### config.mk
export PLATFORM = sky130hd
export DESIGN_NAME = wb_queue
export DESIGN_NICKNAME = d
export VERILOG_FILES = /design/src/rtl/wb_pkg.sv /design/src/rtl/wb_match.sv /design/src/rtl/wb_queue.sv
export SDC_FILE = /design/constraint.sdc
export NUM_CORES = 1
export LEC_CHECK = 0
export BUFFER_PORTS_ARGS = -buffer_cell sky130_fd_sc_hd__clkbuf_2
export CORE_ASPECT_RATIO = 0.6
export CORE_MARGIN = 1.5
export CORE_UTILIZATION = 55
export DETAILED_ROUTE_END_ITERATION = 8
export PLACE_DENSITY = 0.77
export SYNTH_ARGS = -nofsm -noshare
export SYNTH_HDL_FRONTEND = slang
export SYNTH_SLANG_ARGS = --single-unit
### constraint.sdc
create_clock -name clk -period 6.3 [get_ports clk]
set_input_delay 0.945 -clock clk [delete_from_list [all_inputs] [get_ports clk]]
set_output_delay 0.945 -clock clk [all_outputs]
set_load 0.05 [all_outputs]
### src/rtl/wb_pkg.sv
// Shared types and constants for the register-file write-back queue.
// Latency: none (declarations only).
// Backpressure: none (declarations only).
package wb_pkg;
    localparam int WB_ADDR_WIDTH = 5;
    localparam int WB_WIDTH      = 32;
    localparam int WB_ZERO_REG   = 0;

    typedef struct packed {
        logic [WB_ADDR_WIDTH-1:0] addr;
        logic [WB_WIDTH-1:0]      data;
    } wb_entry_t;
endpackage

### src/rtl/wb_match.sv
// Forwarding lookup: finds the youngest occupied queue entry whose address matches.
// Latency: purely combinational.
// Backpressure: none; it only observes the queue contents.
module wb_match
    import wb_pkg::*;
#(
    parameter int WIDTH      = WB_WIDTH,
    parameter int ADDR_WIDTH = WB_ADDR_WIDTH,
    parameter int DEPTH      = 4,
    localparam int PTR_W     = $clog2(DEPTH)
) (
    input  logic [DEPTH-1:0][ADDR_WIDTH-1:0] ent_addr,
    input  logic [DEPTH-1:0][WIDTH-1:0]      ent_data,
    input  logic [DEPTH-1:0]                 occ,
    input  logic [PTR_W-1:0]                 head,
    input  logic [ADDR_WIDTH-1:0]            addr,
    output logic                             hit,
    output logic [WIDTH-1:0]                 data
);
    logic [PTR_W-1:0] idx;

    // Walk oldest to youngest so the last match seen is the youngest one.
    always_comb begin
        hit  = 1'b0;
        data = '0;
        idx  = head;
        for (int i = 0; i < DEPTH; i++) begin
            idx = head + PTR_W'(i);
            if (addr != ADDR_WIDTH'(WB_ZERO_REG) && occ[idx] && ent_addr[idx] == addr) begin
                hit  = 1'b1;
                data = ent_data[idx];
            end
        end
    end
endmodule

### src/rtl/wb_queue.sv
// In-order write-back queue in front of the register-file write port, with read forwarding.
// Latency: accepted request reaches the write port one cycle later at the earliest (same cycle if WB_QUEUE_BYPASS_EN).
// Backpressure: in_ready = !full from registered state; wb_stall holds the head entry in place.
module wb_queue
    import wb_pkg::*;
#(
    parameter int WIDTH      = WB_WIDTH,
    parameter int ADDR_WIDTH = WB_ADDR_WIDTH,
    parameter int DEPTH      = 4
) (
    input  logic                       clk,
    input  logic                       rst,
    input  logic                       in_valid,
    output logic                       in_ready,
    input  logic [ADDR_WIDTH-1:0]      in_addr,
    input  logic [WIDTH-1:0]           in_data,
    input  logic                       wb_stall,
    output logic                       we,
    output logic [ADDR_WIDTH-1:0]      addrw,
    output logic [WIDTH-1:0]           dinw,
    input  logic [ADDR_WIDTH-1:0]      addra,
    input  logic [ADDR_WIDTH-1:0]      addrb,
    output logic                       hit_a,
    output logic                       hit_b,
    output logic [WIDTH-1:0]           fwd_a,
    output logic [WIDTH-1:0]           fwd_b,
    output logic [$clog2(DEPTH+1)-1:0] count,
    output logic                       empty,
    output logic                       full
);
    localparam int PTR_W = $clog2(DEPTH);
    localparam int CNT_W = $clog2(DEPTH+1);

    logic [DEPTH-1:0][ADDR_WIDTH-1:0] ent_addr;
    logic [DEPTH-1:0][WIDTH-1:0]      ent_data;
    logic [DEPTH-1:0]                 occ;
    logic [PTR_W-1:0]                 head;
    logic [PTR_W-1:0]                 tail;
    logic [CNT_W-1:0]                 cnt_q;
    logic                             in_nz;
    logic                             bypass;
    logic                             push;
    logic                             pop;

    assign count    = cnt_q;
    assign empty    = (cnt_q == '0);
    assign full     = (cnt_q == CNT_W'(DEPTH));
    assign in_ready = !full;
    assign in_nz    = (in_addr != ADDR_WIDTH'(WB_ZERO_REG));

`ifdef WB_QUEUE_BYPASS_EN
    assign bypass = empty && !wb_stall && in_valid && in_nz;
`else
    assign bypass = 1'b0;
`endif

    // x0 requests complete the handshake but are dropped here.
    assign push = in_valid && in_ready && in_nz && !bypass;
    assign pop  = !empty && !wb_stall;

    always_comb begin
        we    = pop || bypass;
        addrw = '0;
        dinw  = '0;
        if (pop) begin
            addrw = ent_addr[head];
            dinw  = ent_data[head];
        end else if (bypass) begin
            addrw = in_addr;
            dinw  = in_data;
        end
    end

    always_ff @(posedge clk) begin
        if (rst) begin
            head  <= '0;
            tail  <= '0;
            cnt_q <= '0;
            occ   <= '0;
        end else begin
            if (push) begin
                occ[tail] <= 1'b1;
                tail      <= tail + PTR_W'(1);
            end
            if (pop) begin
                occ[head] <= 1'b0;
                head      <= head + PTR_W'(1);
            end
            if (push && !pop) begin
                cnt_q <= cnt_q + CNT_W'(1);
            end else if (!push && pop) begin
                cnt_q <= cnt_q - CNT_W'(1);
            end
        end
    end

    // Payload storage needs no reset; occupancy bits gate every use of it.
    always_ff @(posedge clk) begin
        if (push) begin
            ent_addr[tail] <= in_addr;
            ent_data[tail] <= in_data;
        end
    end

    wb_match #(.WIDTH(WIDTH), .ADDR_WIDTH(ADDR_WIDTH), .DEPTH(DEPTH)) u_match_a (
        .ent_addr (ent_addr),
        .ent_data (ent_data),
        .occ      (occ),
        .head     (head),
        .addr     (addra),
        .hit      (hit_a),
        .data     (fwd_a)
    );

    wb_match #(.WIDTH(WIDTH), .ADDR_WIDTH(ADDR_WIDTH), .DEPTH(DEPTH)) u_match_b (
        .ent_addr (ent_addr),
        .ent_data (ent_data),
        .occ      (occ),
        .head     (head),
        .addr     (addrb),
        .hit      (hit_b),
        .data     (fwd_b)
    );
endmodule

==> results of run 1 <==
-- area by class of cell --
type,count,area [µm²]
Antenna cell,1,2.50
Clock buffer,22,464
Clock inverter,10,114
Fill cell,1606,7150
Inverter,9,33.8
Multi-Input combinational cell,829,6790
Sequential cell,159,4670
Tap cell,279,349
Timing Repair Buffer,190,1660
-- critical path, delay by kind of cell, from the launching register on --
family | cells | cell delay (ns)
buffers and inverters | 3 | 1.29
AND/OR/NAND/NOR | 2 | 1.20
multiplexers | 1 | 0.60
flip-flops | 1 | 0.48
AO/OA/AOI/OAI | 2 | 0.35
XOR/XNOR | 1 | 0.28
-- cells by family (layout without fill, tap and decap cells) --
| family | Yosys count | in the layout |
|---|---|---|
| AO/OA/AOI/OAI | 220 | 220 |
| other | 0 | 1 |
| adder cells (fa/ha/maj) | 10 | 10 |
| multiplexers | 193 | 193 |
| XOR/XNOR | 46 | 46 |
| flip-flops | 159 | 159 |
| AND/OR/NAND/NOR | 360 | 360 |
| buffers and inverters | 119 | 231 |
-- final timing paths --
check	to	start	cells after the start
hold reg to reg	count[2]	count[2]	2
setup / recovery	fwd_a[7]	head[0]	9
setup reg to reg	count[1]	count[0]	9
hold / removal	count[2]	count[2]	2
-- power groups by stage --
stage                     registers (mW)  logic (mW)  clock network [mW]
final                               1.39        2.98                1.03
after detailed placement            1.41        2.91                   0
after floorplan                     1.39        2.32                   0
after global routing                1.40        3.18                1.07
after global placement              1.40        2.86                   0
after CTS                           1.38        2.93                1.03
-- registers in the layout, summed over array words and instances (netlist names) --
signal	count
ent_data	128
ent_addr	20
occ	4
count	3
head	2
tail	2
-- metrics by stage --
stage	hold WS [ns]	cells	power (mW)	util, %	worst slack, ns
CTS	0.530	1498	5.35	66.3	0.784
detailed placement	0.520	1466	4.32	63.6	1.27
global route	0.577	1498	5.65	66.3	0.479
global placement	0.506	1466	4.26	63.6	1.34
floorplan	0.499	1107	3.71	-	0.342
finish	0.528	1499	5.40	66.3	0.648
-- per-layer routing --
layer	part of all wire [%]	vias to the layer above
li1	-	4500
met1	42	4978
met2	42	822
met3	13	103
met4	2.8	0
met5	0	-
-- synthesized netlist by cell type (2+ instances only) --
| master | count |
|---|---|
| buf_1 | 6 |
| or3_1 | 26 |
| mux4_2 | 58 |
| buf_4 | 17 |
| inv_1 | 8 |
| nor2_1 | 97 |
| o211ai_1 | 2 |
| buf_12 | 2 |
| nor4_1 | 22 |
| a221oi_2 | 20 |
| nand2_1 | 83 |
| o41a_1 | 22 |
| edfxtp_1 | 148 |
| nor2_2 | 4 |
| nor4_4 | 2 |
| ha_1 | 9 |
| mux4_1 | 2 |
| nor4b_1 | 2 |
| a211oi_1 | 23 |
| nor3_1 | 69 |
| xnor2_1 | 40 |
| and2_1 | 28 |
| mux2i_1 | 62 |
| a21oi_1 | 27 |
| buf_6 | 11 |
| or4_1 | 2 |
| buf_2 | 18 |
| o31ai_1 | 9 |
| nand3_1 | 12 |
| nand4_2 | 4 |
| a22o_1 | 2 |
| clkbuf_1 | 55 |
| dfxtp_1 | 11 |
| mux2_2 | 69 |
| a31oi_1 | 23 |
| a221oi_1 | 12 |
| xor2_1 | 6 |
| o21ai_0 | 71 |
==> impl_metrics.toml, run 1 <==
[status]
outcome = "finished, violations left"
violations = "design-rule violations"

[setup_path]
critPathMaxFanout = 47
arrival_ns = 4.71
worstSetupPathType = "flop to output pin"
path_cells = "buf_4, mux4_2, xnor2_1, nand4_2, nor2_4, buf_4, a31oi_1, o41a_1, clkbuf_2"
slowest_delay_ns = 0.78
cp_slowest_cell = "nor2_4"
cpMostUsedCell = "buf_4"
end_kind = "output pin"
ff2ff_setup_slack_ns = 3.08
cp-start-kind = "flop"
cp.required_ns = 5.35

[die]
row_count = 41
start_util_pct = 56.8
fp.dieW_um = 194
die_h_um = 118
die-area_um2 = 22900
design.core.area_um2 = 21200
num_io_pins = 161

[power_and_ir_drop]
swShare_pct = 45.1
p_comb_share_pct = 55.2
clkPwrFrac_pct = 19.1
power_density_nw_per_um2 = 384
p_seq_share_pct = 25.7
switchingPower_mw = 2.44
p_int_mw = 2.97
ir_worst_vdd_uv = 224
leakage_nw = 4.58

[global_route]
grt_pass1_wl_um = 55700
grt_usage_pct = 31.6
met1_usage_pct = 47.5
grtUsageMet2_pct = 45.2
grt_antenna_before_repair = 0
grt_pass1_vias = 9716
grt_max_degree = 81
grt_use_met3_pct = 7.22
top_usage_layer = "met1"
grt_overflow = 0

[sta]
fin_tns_setup_ns = 0
fmax_ghz = 0.177
fin_skew_ns = 0.00668
maxSlewViolCount = 0
hold_violations = 0
post-route-period-util_pct = 89.7
fin_crit_ns = 5.65
rsz0062_at_grt = "false"
slew_headroom_pct = 20.4
worst_pin_slew_ns = 1.19
setup_viol = 0

[synthesis]
synth_xor_area_share_pct = 3.34
synth_top_cell_area_share_pct = 36.8
ys.flop_type = "edfxtp_1"
synth_area_um2 = 12100
syn_nets = 1168
ys_top_cells_by_area = "edfxtp_1, mux4_2, mux2_2"
synth_area_per_cell_um2 = 10.9
ys_seq_area_share_pct = 38.7
synth_compound_area_share_pct = 13.7
ys_ff_latch = 159
ys_types = 61
synth_area_leader_cell = "edfxtp_1"
synth_edf_count = 148
synth_fa_ha_area_share_pct = 1.10
netlist_instances = 1107
synthArstFlopShare_pct = 0
yosys.area_share.simple_pct = 14.7
muxShareOfSynthArea_pct = 23.2
ys_warn_count = 0
synth_top_family_by_area = "multiplexers"

[placed_design]
port_buffers = 160
dpl.hpwl_um = 23500
gp_routability_congestion = 0.894
post_dp_cell_area_um2 = 13500

[cells_and_area]
layout_commonest_cell = "edfxtp_1"
fin_area_um2 = 14100
area_delta_synth_final_pct = 16.7
drive_gt1_share_pct = 32.1
layout_common_cells = "edfxtp_1, clkbuf_2, nor2_1"
fin_nets = 1267

[flow_run]
drv_cap = 0

[routing]
wl_um = 36300
firstDrtPassIters = 8
avgViaCountPerCell = 6.94
first_iter_violations = 1685
vias = 10400
postRouteAntennaNets = 0
drc = 12
wl_per_cell_um = 24.2

[clocking]
cts_resized = 0
htree_levels = 4
post_cts_buffers = 0
cts_root_buffer = "clkbuf_16"
cts.path.max_buffers = 2
cts_sinks = 159
cts_made_buffers = 17
cts_tree = "done"
cts.hold.buffers_added = 0
path_clk_slew_ns = 0.06
clock_latency_ns = 0.44

[hold_path]
min_path_type = "flop to flop"
Note: power is estimated with default switching activity, not from simulation.
==> run 2: changes to the inputs <==
Settings changed: BUFFER_PORTS_ARGS -buffer_cell sky130_fd_sc_hd__clkbuf_2 to -buffer_cell sky130_fd_sc_hd__buf_2, CELL_PAD_IN_SITES_DETAIL_PLACEMENT set to 0, CELL_PAD_IN_SITES_GLOBAL_PLACEMENT set to 1, CORE_UTILIZATION 55 to 47, CTS_CLUSTER_SIZE set to 12, PLACE_DENSITY 0.77 to unset, PLACE_DENSITY_LB_ADDON set to 0.1.
==> run 2 against run 1 <==
Clock skew is 0.0015 ns higher. Highest routed layer unchanged. Wire length up 4.9%. Core utilization is 13 points lower. Final cell count increased by 3.7%. Register-to-register slack lost 0.12 ns. The run now ends clean. Clock-buffer cell count decreased by 5.
==> impl_metrics.toml, run 2 (synthesis results as in run 1) <==
[status]
outcome = "finished, final reports clean"

[power_and_ir_drop]
total_power_mw = 5.37
leakage_nw = 4.52
p_int_mw = 2.91
clkPwrFrac_pct = 18.8
swShare_pct = 45.7
p_seq_share_pct = 25.7
power_density_nw_per_um2 = 396
p_comb_share_pct = 55.5
switchingPower_mw = 2.45
ir_worst_vdd_uv = 245

[sta]
fin_skew_ns = 0.00816
fin_crit_ns = 5.86
fin_tns_setup_ns = 0
post-route-period-util_pct = 93.0
setup_viol = 0
slew_headroom_pct = 19.4
maxSlewViolCount = 0
hold_violations = 0
rsz0062_at_grt = "false"
worst_pin_slew_ns = 1.20
fmax_ghz = 0.171

[die]
die-area_um2 = 26700
row_count = 45
design.core.area_um2 = 25200
start_util_pct = 47.8
num_io_pins = 161
die_h_um = 127
fp.dieW_um = 210

[setup_path]
cp.required_ns = 5.35
worstSetupPathType = "flop to output pin"
critPathMaxFanout = 26
end_kind = "output pin"
r2r-start = "count[0]"
ff2ff_setup_slack_ns = 2.96
reg2reg_depth = 10
cp-start-kind = "flop"
r2r-end = "count[2]"
arrival_ns = 4.91

[routing]
avgViaCountPerCell = 6.45
first_iter_violations = 973
drc = 0
wl_um = 38100
postRouteAntennaNets = 0
firstDrtPassIters = 5
vias = 10000
wl_per_cell_um = 24.5

[cells_and_area]
num-fill-cells = 2288
regMostFlops = "ent_data"
drive_gt1_share_pct = 32.1
largest_reg_flops = 128
layout_common_cells = "buf_2, edfxtp_1, nor2_1"
top_regs = "ent_data (128), ent_addr (20), occ (4)"
fin_nets = 1270
layout_commonest_cell = "buf_2"
area_delta_synth_final_pct = 12.2

[placed_design]
gp_routability_congestion = 0.846
dpl.hpwl_um = 24900
port_buffers = 160

[clocking]
path_clk_slew_ns = 0.06
post_cts_buffers = 0
cts_made_buffers = 17
cts_sinks = 159
cts_root_buffer = "clkbuf_16"
cts_resized = 0
clock_latency_ns = 0.44
cts.path.max_buffers = 2
cts.hold.buffers_added = 0
cts_tree = "done"
htree_levels = 4

[global_route]
grt_usage_pct = 29.2
grt_max_degree = 63
grt_overflow = 0
grt_antenna_before_repair = 3
grt_pass1_vias = 9453
grt_pass1_wl_um = 58200

[hold_path]
hold_start = "count[2]"
holdPathStages = 2
whs_endpoint = "count[2]"
min_path_type = "flop to flop"

[flow_run]
drv_cap = 0
run 2: changes by cell type in the layout (fill, tap and decap cells not counted), sizes merged:
| cell | change |
|---|---|
| clkinv | +3 |
| buf | +121 |
| diode | +2 |
| inv | +2 |
| clkbuf | -123 |
run 2: critical path, stage by stage, from the launching register on:
cell and delay (ns):
dfxtp_2 0.60, inv_1 0.16, ha_4 0.59, buf_4 0.38
mux4_2 0.39, xor2_1 0.19, nor4b_1 0.52, a22o_1 0.21
buf_4 0.27, nor2_4 0.24, a221oi_2 0.53, buf_2 0.34
run 2: metrics by stage:
step / setup WS, ns / utilization (%) / instances / cell area, µm² / hold slack [ns]
after floorplan: 0.342 / - / 1107 / 12100 / 0.499
after global placement: 1.15 / 51.4 / 1519 / 13000 / 0.514
after detailed placement: 1.01 / 51.4 / 1519 / 13000 / 0.523
after CTS: 0.546 / 53.6 / 1551 / 13500 / 0.539
after global routing: 0.181 / 53.7 / 1553 / 13500 / 0.591
final: 0.444 / 53.7 / 1554 / 13500 / 0.541
run 2: worst max path at each step:
stage,from,to,slack [ns],depth (start not counted)
after floorplan,head[0],fwd_b[20],0.34,19
after global placement,head[1],fwd_b[6],1.15,11
after detailed placement,head[1],fwd_b[6],1.01,10
after CTS,head[1],fwd_b[6],0.55,10
after global routing,head[1],fwd_b[6],0.18,11
final,head[1],fwd_b[6],0.44,11
run 2: layout make-up:
type / instances / area [µm²] / share of cell area, %
Clock inverter: 15 / 144 / 1.06
Inverter: 9 / 33.8 / 0.250
Antenna cell: 3 / 7.51 / 0.0554
Tap cell: 329 / 412 / 3.04
Sequential cell: 159 / 4670 / 34.5
Clock buffer: 17 / 425 / 3.14
Multi-Input combinational cell: 829 / 6800 / 50.2
Timing Repair Buffer: 193 / 1050 / 7.74
run 2: power by group through the flow:
stage | logic, mW | clock network, mW | registers, mW
floorplan | 2.32 | 0 | 1.39
global placement | 2.94 | 0 | 1.39
detailed placement | 2.94 | 0 | 1.40
CTS | 2.96 | 1.02 | 1.38
global route | 3.20 | 1.07 | 1.39
finish | 2.98 | 1.01 | 1.38
run 2: layer usage:
layer | vias up | global-route usage (%) | part of all wire, %
met1 | 4914 | 45.3 | 47
met2 | 552 | 40.5 | 41
met3 | 48 | 6.49 | 9.8
li1 | 4508 | - | -
met5 | - | 0 | 0
met4 | 0 | 8.38 | 1.9
